### src/rtl/usb_enc_pkg.sv
// Shared types and constants for the USB packet serializer: PID codes and classes,
// FSM states, field lengths and CRC polynomials.
package usb_enc_pkg;

    typedef enum logic [3:0] {
        PID_OUT   = 4'b0001,
        PID_IN    = 4'b1001,
        PID_SETUP = 4'b1101,
        PID_DATA0 = 4'b0011,
        PID_DATA1 = 4'b1011,
        PID_ACK   = 4'b0010,
        PID_NAK   = 4'b1010,
        PID_STALL = 4'b1110
    } pid_e;

    typedef enum logic [1:0] {
        PCLS_TOKEN,
        PCLS_DATA,
        PCLS_SHORT
    } pid_class_e;

    typedef enum logic [3:0] {
        ST_IDLE,
        ST_LOAD,
        ST_SYNC,
        ST_PID,
        ST_ADDR,
        ST_ENDP,
        ST_DATA,
        ST_CRC5,
        ST_CRC16
    } state_e;

    localparam logic [7:0] SYNC_PATTERN = 8'b1000_0000;

    localparam int unsigned SYNC_BITS  = 8;
    localparam int unsigned PID_BITS   = 8;
    localparam int unsigned ADDR_BITS  = 7;
    localparam int unsigned ENDP_BITS  = 4;
    localparam int unsigned CRC5_BITS  = 5;
    localparam int unsigned CRC16_BITS = 16;

    localparam logic [4:0]  CRC5_POLY  = 5'h05;
    localparam logic [4:0]  CRC5_INIT  = 5'h1F;
    localparam logic [15:0] CRC16_POLY = 16'h8005;
    localparam logic [15:0] CRC16_INIT = 16'hFFFF;

    // Anything that is neither a token nor a data PID is sent as PID only.
    function automatic pid_class_e pid_class(input logic [3:0] p);
        case (p)
            PID_OUT, PID_IN, PID_SETUP: pid_class = PCLS_TOKEN;
            PID_DATA0, PID_DATA1:       pid_class = PCLS_DATA;
            default:                    pid_class = PCLS_SHORT;
        endcase
    endfunction

endpackage

### src/rtl/usb_crc_serial.sv
// Bit-serial CRC generator; crc presents the complemented register so it can be sent directly.
module usb_crc_serial #(
    parameter int unsigned     WIDTH = 5,
    parameter logic [WIDTH-1:0] POLY = '0,
    parameter logic [WIDTH-1:0] INIT = '1
) (
    input  logic             clk,
    input  logic             rst_L,
    input  logic             din,
    input  logic             en,
    input  logic             clr,
    output logic [WIDTH-1:0] crc
);

    logic [WIDTH-1:0] lfsr;
    logic             fb;

    assign fb  = lfsr[WIDTH-1] ^ din;
    assign crc = ~lfsr;

    always_ff @(posedge clk or negedge rst_L) begin
        if (!rst_L) begin
            lfsr <= '0;
        end else if (clr) begin
            lfsr <= INIT;
        end else if (en) begin
            lfsr <= {lfsr[WIDTH-2:0], 1'b0} ^ (fb ? POLY : '0);
        end
    end

endmodule

### src/rtl/usb_pkt_serializer.sv
// Serial USB packet encoder: SYNC, PID, token/data fields, LSB-first per field, with pause backpressure.
// Define USB_ENC_CRC_EN to append CRC5 to tokens and CRC16 to data packets.
module usb_pkt_serializer
    import usb_enc_pkg::*;
#(
    parameter int unsigned MAX_DATA_BYTES = 8,
    parameter int unsigned LEN_W          = $clog2(MAX_DATA_BYTES + 1)
) (
    input  logic                        clk,
    input  logic                        rst_L,
    input  logic                        pktready,
    input  logic [3:0]                  pid,
    input  logic [6:0]                  addr,
    input  logic [3:0]                  endp,
    input  logic [8*MAX_DATA_BYTES-1:0] data,
    input  logic [LEN_W-1:0]            data_len,
    input  logic                        pause,
    output logic                        outb,
    output logic                        sending,
    output logic                        gotpkt,
    output logic                        done
);

    localparam int unsigned CNT_W = $clog2(8 * MAX_DATA_BYTES + 1);

    state_e                      state;
    state_e                      state_nx;
    logic [CNT_W-1:0]            cnt;
    logic [CNT_W-1:0]            field_last;
    logic                        field_end;
    logic                        accept;
    logic [7:0]                  sh;
    logic [8*MAX_DATA_BYTES-1:0] data_sr;
    logic [3:0]                  pid_q;
    logic [6:0]                  addr_q;
    logic [3:0]                  endp_q;
    logic [LEN_W-1:0]            len_q;
    logic [LEN_W-1:0]            len_clamp;
    pid_class_e                  cls;

    assign len_clamp = (data_len > LEN_W'(MAX_DATA_BYTES)) ? LEN_W'(MAX_DATA_BYTES) : data_len;
    assign cls       = pid_class(pid_q);
    assign sending   = (state != ST_IDLE) && (state != ST_LOAD);
    assign accept    = sending && !pause;
    assign gotpkt    = (state == ST_LOAD);
    assign field_end = (cnt == field_last);

    always_comb begin
        field_last = '0;
        case (state)
            ST_SYNC:  field_last = CNT_W'(SYNC_BITS - 1);
            ST_PID:   field_last = CNT_W'(PID_BITS - 1);
            ST_ADDR:  field_last = CNT_W'(ADDR_BITS - 1);
            ST_ENDP:  field_last = CNT_W'(ENDP_BITS - 1);
            ST_DATA:  field_last = CNT_W'({len_q, 3'b000}) - CNT_W'(1);
            ST_CRC5:  field_last = CNT_W'(CRC5_BITS - 1);
            ST_CRC16: field_last = CNT_W'(CRC16_BITS - 1);
            default:  field_last = '0;
        endcase
    end

    always_comb begin
        state_nx = state;
        case (state)
            ST_IDLE: if (pktready) state_nx = ST_LOAD;
            ST_LOAD: state_nx = ST_SYNC;
            default: begin
                if (accept && field_end) begin
                    case (state)
                        ST_SYNC: state_nx = ST_PID;
                        ST_PID: begin
                            case (cls)
                                PCLS_TOKEN: state_nx = ST_ADDR;
                                PCLS_DATA: begin
                                    if (len_q != '0)
                                        state_nx = ST_DATA;
                                    else
`ifdef USB_ENC_CRC_EN
                                        state_nx = ST_CRC16;
`else
                                        state_nx = ST_IDLE;
`endif
                                end
                                default: state_nx = ST_IDLE;
                            endcase
                        end
                        ST_ADDR: state_nx = ST_ENDP;
`ifdef USB_ENC_CRC_EN
                        ST_ENDP: state_nx = ST_CRC5;
                        ST_DATA: state_nx = ST_CRC16;
`else
                        ST_ENDP: state_nx = ST_IDLE;
                        ST_DATA: state_nx = ST_IDLE;
`endif
                        default: state_nx = ST_IDLE;
                    endcase
                end
            end
        endcase
        done = accept && field_end && (state_nx == ST_IDLE);
    end

    always_ff @(posedge clk or negedge rst_L) begin
        if (!rst_L) begin
            state   <= ST_IDLE;
            cnt     <= '0;
            sh      <= '0;
            data_sr <= '0;
            pid_q   <= '0;
            addr_q  <= '0;
            endp_q  <= '0;
            len_q   <= '0;
        end else begin
            state <= state_nx;
            if (state == ST_LOAD) begin
                pid_q   <= pid;
                addr_q  <= addr;
                endp_q  <= endp;
                data_sr <= data;
                len_q   <= len_clamp;
                sh      <= SYNC_PATTERN;
                cnt     <= '0;
            end else if (accept) begin
                if (state == ST_DATA)
                    data_sr <= data_sr >> 1;
                // The header shifter is reloaded with the next field as the current one ends.
                if (field_end) begin
                    cnt <= '0;
                    case (state_nx)
                        ST_PID:  sh <= {~pid_q, pid_q};
                        ST_ADDR: sh <= {1'b0, addr_q};
                        ST_ENDP: sh <= {4'b0000, endp_q};
                        default: sh <= '0;
                    endcase
                end else begin
                    cnt <= cnt + CNT_W'(1);
                    sh  <= sh >> 1;
                end
            end
        end
    end

`ifdef USB_ENC_CRC_EN
    logic [CRC5_BITS-1:0]  crc5;
    logic [CRC16_BITS-1:0] crc16;
    logic [2:0]            crc5_idx;
    logic [3:0]            crc16_idx;

    assign crc5_idx  = 3'(CRC5_BITS - 1) - cnt[2:0];
    assign crc16_idx = 4'(CRC16_BITS - 1) - cnt[3:0];

    usb_crc_serial #(
        .WIDTH (CRC5_BITS),
        .POLY  (CRC5_POLY),
        .INIT  (CRC5_INIT)
    ) u_crc5 (
        .clk   (clk),
        .rst_L (rst_L),
        .din   (outb),
        .en    (accept && ((state == ST_ADDR) || (state == ST_ENDP))),
        .clr   (state == ST_LOAD),
        .crc   (crc5)
    );

    usb_crc_serial #(
        .WIDTH (CRC16_BITS),
        .POLY  (CRC16_POLY),
        .INIT  (CRC16_INIT)
    ) u_crc16 (
        .clk   (clk),
        .rst_L (rst_L),
        .din   (outb),
        .en    (accept && (state == ST_DATA)),
        .clr   (state == ST_LOAD),
        .crc   (crc16)
    );
`endif

    // CRC fields are read MSB first straight from the held LFSR rather than via the shifter.
    always_comb begin
        outb = 1'b0;
        case (state)
            ST_SYNC, ST_PID, ST_ADDR, ST_ENDP: outb = sh[0];
            ST_DATA:  outb = data_sr[0];
`ifdef USB_ENC_CRC_EN
            ST_CRC5:  outb = crc5[crc5_idx];
            ST_CRC16: outb = crc16[crc16_idx];
`endif
            default:  outb = 1'b0;
        endcase
    end

endmodule

### config.mk
export PLATFORM = sky130hd
export DESIGN_NAME = usb_pkt_serializer
export DESIGN_NICKNAME = d
export VERILOG_FILES = /design/src/rtl/usb_enc_pkg.sv /design/src/rtl/usb_crc_serial.sv /design/src/rtl/usb_pkt_serializer.sv
export SDC_FILE = /design/constraint.sdc
export NUM_CORES = 1
export LEC_CHECK = 0
export ABC_AREA = 1
export BUFFER_PORTS_ARGS = -buffer_cell sky130_fd_sc_hd__buf_2
export CORE_ASPECT_RATIO = 1.75
export CORE_MARGIN = 3
export CORE_UTILIZATION = 56
export CTS_BUF_LIST = sky130_fd_sc_hd__clkbuf_16
export DETAILED_ROUTE_END_ITERATION = 6
export PLACE_DENSITY = 0.78
export SLEW_MARGIN = 5
export SYNTH_ARGS = -nofsm -noshare
export SYNTH_HDL_FRONTEND = slang
export SYNTH_SLANG_ARGS = --single-unit
### constraint.sdc
create_clock -name clk -period 2.5 [get_ports clk]
set_input_delay 0.375 -clock clk [delete_from_list [all_inputs] [get_ports clk]]
set_output_delay 0.375 -clock clk [all_outputs]
set_load 0.02 [all_outputs]
# After elaboration in Yosys (flattened, before gate mapping)
# Index checks and enable logic that the tools add are counted.
[op_classes]
add_sub_neg = 2
n_mul = 0
div_mod_pow = 0
n_lt_le_gt_ge = 1
eq_ne = 19
n_shift = 0
muxes = 20
bitwise = 1
reduce_logical = 17
[ops]
columns = ["op", "count"]
rows = [
  ["$mux 64", 3],
  ["$pmux 7 s6", 1],
  ["$eq 4x3->1 const B", 6],
  ["$mux 8", 3],
  ["$pmux 8 s3", 1],
  ["$mux 7", 3],
  ["$eq 4x2->1 const B", 4],
  ["$eq 4x4->1 const B", 4],
  ["$mux 4", 3],
  ["$pmux 3 s3", 1],
  ["$eq 4x1->1 const B", 2],
  ["$logic_not 4->1", 2],
  ["$pmux 4 s2", 1],
  ["$reduce_bool 4->1", 2],
  ["$add 7x1->7 const B", 1],
  ["$eq 7x7->1", 1],
  ["$sub 7x1->7 const B", 1],
  ["$pmux 3 s2", 1],
  ["$gt 4x4->1 const B", 1],
  ["$logic_and 1x1->1", 4],
  ["$ne 4x1->1 const B", 1],
  ["$not 4->4", 1],
  ["$pmux 2 s2", 1],
  ["$reduce_bool 2->1", 2],
  ["other kinds (9)", 10],
]
[totals]
ff_bits = 102
latch_bits = 0
ram_bits = 0
romBits = 0
in_bits = 87
out_inout_bits = 4
n_memories = 0

# Depth between registers and ports, before layout
[depth]
ltp_word = 13
ltp_mapped = 20
mapped_depth_nobuf = 20

# Worst setup path before layout
# Ideal clock, no wire load.
[synth_path]
kind = "register to output"
start = "register state[3]"
end = "output port done"
t_arrival_ns = 2.375
t_required_ns = 2.125
path_slack_ns = -0.250
path_stages_with_launch = 15
path_buffers = 1
cell_sequence = "dfrtp_1 > inv_2 > nand2_2 > nor2_4 > nand2_1 > nand3_1 > nand2_1 > nor2_2 > nand2_1 > nor2_4 > nand3_1 > nand3_1 > nand2_1 > buf_2 > nor4_1"
[synth_via]
elab_chain_len = 9
elab_cells_between_ends = 23
cone_classes = "10 x eq/ne; 5 x mux; 8 x reduce/logical"
[synth_rtl]
columns = ["element", "line_no", "rtl"]
rows = [
  ["start: declaration", "usb_pkt_serializer.sv:26", "state_e state;"],
  ["start signal: assignment", "usb_pkt_serializer.sv:114", "state <= state_nx;"],
  ["$eq 4x2->1", "usb_pkt_serializer.sv:50, usb_pkt_serializer.sv:69", ""],
  ["$reduce_or 2->1 (no source line)", "--", ""],
  ["$pmux 7 s6", "usb_pkt_serializer.sv:50", "case (state)"],
  ["$eq 7x7->1", "usb_pkt_serializer.sv:46", "assign field_end = (cnt == field_last);"],
  ["$logic_and 1x1->1", "usb_pkt_serializer.sv:68", "if (accept && field_end) begin"],
  ["$mux 4", "usb_pkt_serializer.sv:68", ""],
  ["$pmux 4 s2 (*)", "usb_pkt_serializer.sv:64", "case (state)"],
  ["named net state_nx[0]", "usb_pkt_serializer.sv:27", "state_e state_nx;"],
  ["$logic_not 4->1 (*)", "usb_pkt_serializer.sv:100", "done = accept && field_end && (state_nx == ST_IDLE);"],
  ["$logic_and 1x1->1 (*)", "usb_pkt_serializer.sv:100", ""],
  ["end: declaration", "usb_pkt_serializer.sv:21", "output logic done"],
]
# The timed path passes the listed nets; every way through them passes the cells marked *.

# Final worst setup path
[layout_path]
start = "register state[3]"
end = "output port done"
[layout_via]
elab_chain_len = 9
elab_cells_between_ends = 23
cone_classes = "10 x eq/ne; 5 x mux; 8 x reduce/logical"
[layout_rtl]
columns = ["element", "line_no"]
rows = [
  ["$eq 4x2->1", "usb_pkt_serializer.sv:50, usb_pkt_serializer.sv:69"],
  ["$reduce_or 2->1 (no source line)", "--"],
  ["$pmux 7 s6", "usb_pkt_serializer.sv:50"],
  ["$eq 7x7->1", "usb_pkt_serializer.sv:46"],
  ["$logic_and 1x1->1", "usb_pkt_serializer.sv:68, usb_pkt_serializer.sv:100"],
  ["$mux 4", "usb_pkt_serializer.sv:68"],
  ["$pmux 4 s2", "usb_pkt_serializer.sv:64"],
  ["$logic_not 4->1", "usb_pkt_serializer.sv:100"],
  ["$logic_and 1x1->1 (*)", "usb_pkt_serializer.sv:100"],
]
# Every way passes the cells marked *; elsewhere a longest branch is shown, timed or not.

==> impl_metrics.env <==
export IMPL_maxCapViolCount=0
export IMPL_drtIter0Drc=357
export IMPL_critPathRequiredTime_ns=2.12
export IMPL_highest_layer="met4"
export IMPL_grt_pass1_wl_um=22910
export IMPL_relSlewSlack=0.5933
export IMPL_io_pins=91
export IMPL_hpwl_um=8985
export IMPL_routed_via_count=4928
export IMPL_synth_cell_types=33
export IMPL_initial_utilization=0.5805
export IMPL_pre_cts_ws_ns=-0.08131
export IMPL_track_usage=0.2752
export IMPL_grt_overflow_total=0
export IMPL_synth_seq_cells=102
export IMPL_wirelength_met1_um=4999
export IMPL_r2r_end="sh[3]"
export IMPL_setup_worst_path_end_class="output pin"
export IMPL_cts_sinks=102
export IMPL_vdd_ir_drop_worst_uv=642.8
export IMPL_cts_buffers=9
export IMPL_die_area_mm2=0.01033
export IMPL_cts_tree="built"
export IMPL_fin_crit_sh=1.115
export IMPL_antenna_found_initial=0
export IMPL_synthesis_instances=654
export IMPL_clkLatencyLatePin_ns=0.34
export IMPL_hold_violations=0
export IMPL_worst_path_largest_cell_delay_ns=0.44
export IMPL_drive_gt1_frac=0.2728
export IMPL_place_congestion=0.9415
export IMPL_max_freq_ghz=0.3587
export IMPL_port_buffers=90
export IMPL_drc=0
export IMPL_crit_type="register to output pin"
export IMPL_min_period_ns=2.788
export IMPL_setup_tns_ns=-1.249
export IMPL_dieWidth_um=78.13
export IMPL_layout_commonest_cell="nand2_1"
export IMPL_grt_pass1_vias=4993
export IMPL_fin_nets=851
export IMPL_cts_root_buf="clkbuf_16"
export IMPL_powerDensity_mw_per_mm2=1138
export IMPL_synth_fp_nets=744
export IMPL_post_route_util=0.7323
export IMPL_r2r_start="state[3]"
export IMPL_status="finished, violations left"
export IMPL_cellLeakagePower_nw=3.164
export IMPL_crit_fanout=5
export IMPL_final_cell_mix="nand2_1 (206), nand3_1 (140), dfrtp_1 (99)"
export IMPL_setup_viol=8
export IMPL_cts_clk_slew_worst_paths_ns=0.07
export IMPL_ant_nets=0
export IMPL_clk_path_buf_depth=2
export IMPL_dr_wl_met3_um=555
export IMPL_violations="setup timing"
export IMPL_synth_area_mm2=0.005099
export IMPL_routedWlPerCell_um=15.10
export IMPL_regToRegSetupSlack_ns=-0.17
export IMPL_core_mm2=0.008783
export IMPL_worst_slack_ns=-0.2881
export IMPL_grt_max_degree=89
export IMPL_fin_worst_skew_ns=0.004456
export IMPL_r2r_cells=21
export IMPL_ys_warn_count=0
export IMPL_dr_wl_met2_um=7157
export IMPL_rsz0062_at_grt="yes"
export IMPL_cp_data_arrival_time_ns=2.41
export IMPL_die_height_um=132.2
export IMPL_holdCritPathClass="input pin to asynchronous set/reset pin"
export IMPL_num_rows=45
export IMPL_via_per_inst=5.581
export IMPL_firstDrtPassIters=5
export IMPL_worst_pin_slew_ns=0.6048
export IMPL_syn_area_per_cell_um2=7.796
export IMPL_cp_start_kind="register"
export IMPL_h_tree_depth=3
export IMPL_area_growth_synth_to_final_pct=26.16
export IMPL_drv_slew=0
export IMPL_crit_path_top_delay_cell="dfrtp_2"
export IMPL_crit_path_cell_trace="inv_4 -> buf_4 -> nand3_1 -> nand2_1 -> o21bai_1 -> nand2_1 -> nor2_4 -> nand2_2 -> nor2_4 -> nand3_2 -> nand3_2 -> nand2_4 -> nor4_4 -> buf_4"
export IMPL_seq_area_frac_synth=0.5006
export IMPL_wl_um=13340
export IMPL_antenna_cells=0
per-layer routing:
layer / GRT usage / up-vias
met5: 0 / -
met4: 0.1586 / 0
li1: - / 2360
met1: 0.3255 / 2364
met3: 0.04309 / 49
met2: 0.4680 / 155
state kept, by name (all words and copies together), names as in the netlist:
| name | count |
|---|---|
| pid_q | 4 |
| cnt | 7 |
| sh | 8 |
| len_q | 4 |
| data_sr | 64 |
| endp_q | 4 |
| addr_q | 7 |
| state | 4 |
cell families (layout without fill, tap and decap cells):
| family | Yosys count | after routing | synth area share |
|---|---|---|---|
| AO/OA/AOI/OAI | 51 | 51 | 0.06233 |
| adder cells (fa/ha/maj) | 3 | 3 | 0.007363 |
| buffers and inverters | 77 | 189 | 0.05767 |
| XOR/XNOR | 5 | 5 | 0.008589 |
| AND/OR/NAND/NOR | 416 | 416 | 0.3634 |
| flip-flops | 102 | 102 | 0.5006 |
report_power, final:
part,total (mW),switching [mW],internal (mW),leakage (nW)
clock network,1.26,0.597,0.668,0.134
logic,3.22,1.98,1.24,1.75
registers,2.83,0.448,2.38,1.28
total,7.32,3.03,4.29,3.16
how the worst max path moves through the flow:
stage                     startpoint   end  cells past startpoint
after floorplan             state[3]  done                     14
after global placement      state[0]  done                     12
after detailed placement    state[3]  done                     14
after CTS                   state[3]  done                     14
after global routing        state[3]  done                     14
final                       state[3]  done                     14
Yosys cell counts:
master / instances / area, um2
nand2_1: 222 / 833.3
nand3_1: 143 / 715.7
dfrtp_1: 102 / 2552
inv_1: 36 / 135.1
clkbuf_1: 30 / 112.6
nor2_1: 24 / 90.09
o21ai_0: 11 / 55.05
o22ai_1: 11 / 68.82
inv_2: 7 / 26.28
o21ai_1: 7 / 35.03
a22oi_1: 6 / 45.04
nor2_4: 6 / 67.56
nor3_1: 5 / 25.02
o211ai_1: 5 / 37.54
a21oi_1: 4 / 20.02
nand2_2: 4 / 25.02
nand3_2: 4 / 40.04
xor2_1: 4 / 35.03
ha_1: 3 / 37.54
nand4_1: 3 / 18.77
nor2_2: 3 / 18.77
o21bai_1: 2 / 15.01
o31ai_1: 2 / 15.01
a21boi_0: 1 / 7.510
a32o_1: 1 / 10.01
buf_1: 1 / 3.750
buf_2: 1 / 5.000
buf_4: 1 / 7.510
clkinv_1: 1 / 3.750
nand4_2: 1 / 12.51
nor4_1: 1 / 6.260
o32ai_1: 1 / 8.760
xnor2_1: 1 / 8.760
stage by stage:
stage | power [mW] | cells | hold slack, ns | cell area (um2)
global route | 7.889 | 883 | 0.04621 | 6432
CTS | 7.179 | 879 | 0.02801 | 6350
global placement | 5.420 | 849 | 0.3847 | 5802
detailed placement | 5.533 | 849 | 0.3904 | 5802
floorplan | 4.679 | 654 | 0.07941 | 5114
finish | 7.319 | 883 | 0.01935 | 6432
worst max-delay path, delay by kind of cell (launching register included):
| kind | cells | cell delay, ns |
|---|---|---|
| and+or+nand+nor | 10 | 1.07 |
| DFF | 1 | 0.44 |
| buffers and inverters | 3 | 0.38 |
| AOI/OAI and AO/OA | 1 | 0.18 |
what timing repair did:
action | CTS | global route
hold buffers | 0 | 0
buffers inserted | 14 | 4
endpoints found under the setup margin | 8 | 9
pin swaps | 27 | 10
resized for setup | 49 | 14
cell type report:
cell class,instances,area (um2)
clock inverters,7,42.54
inverters,44,177.7
clock buffers,9,225.2
well taps,117,146.4
multi-input cells,475,2480
flip-flops and latches,102,2556
repair buffers,129,804.5
fillers,695,2351
No activity file was read; power rests on OpenSTA's default activity.
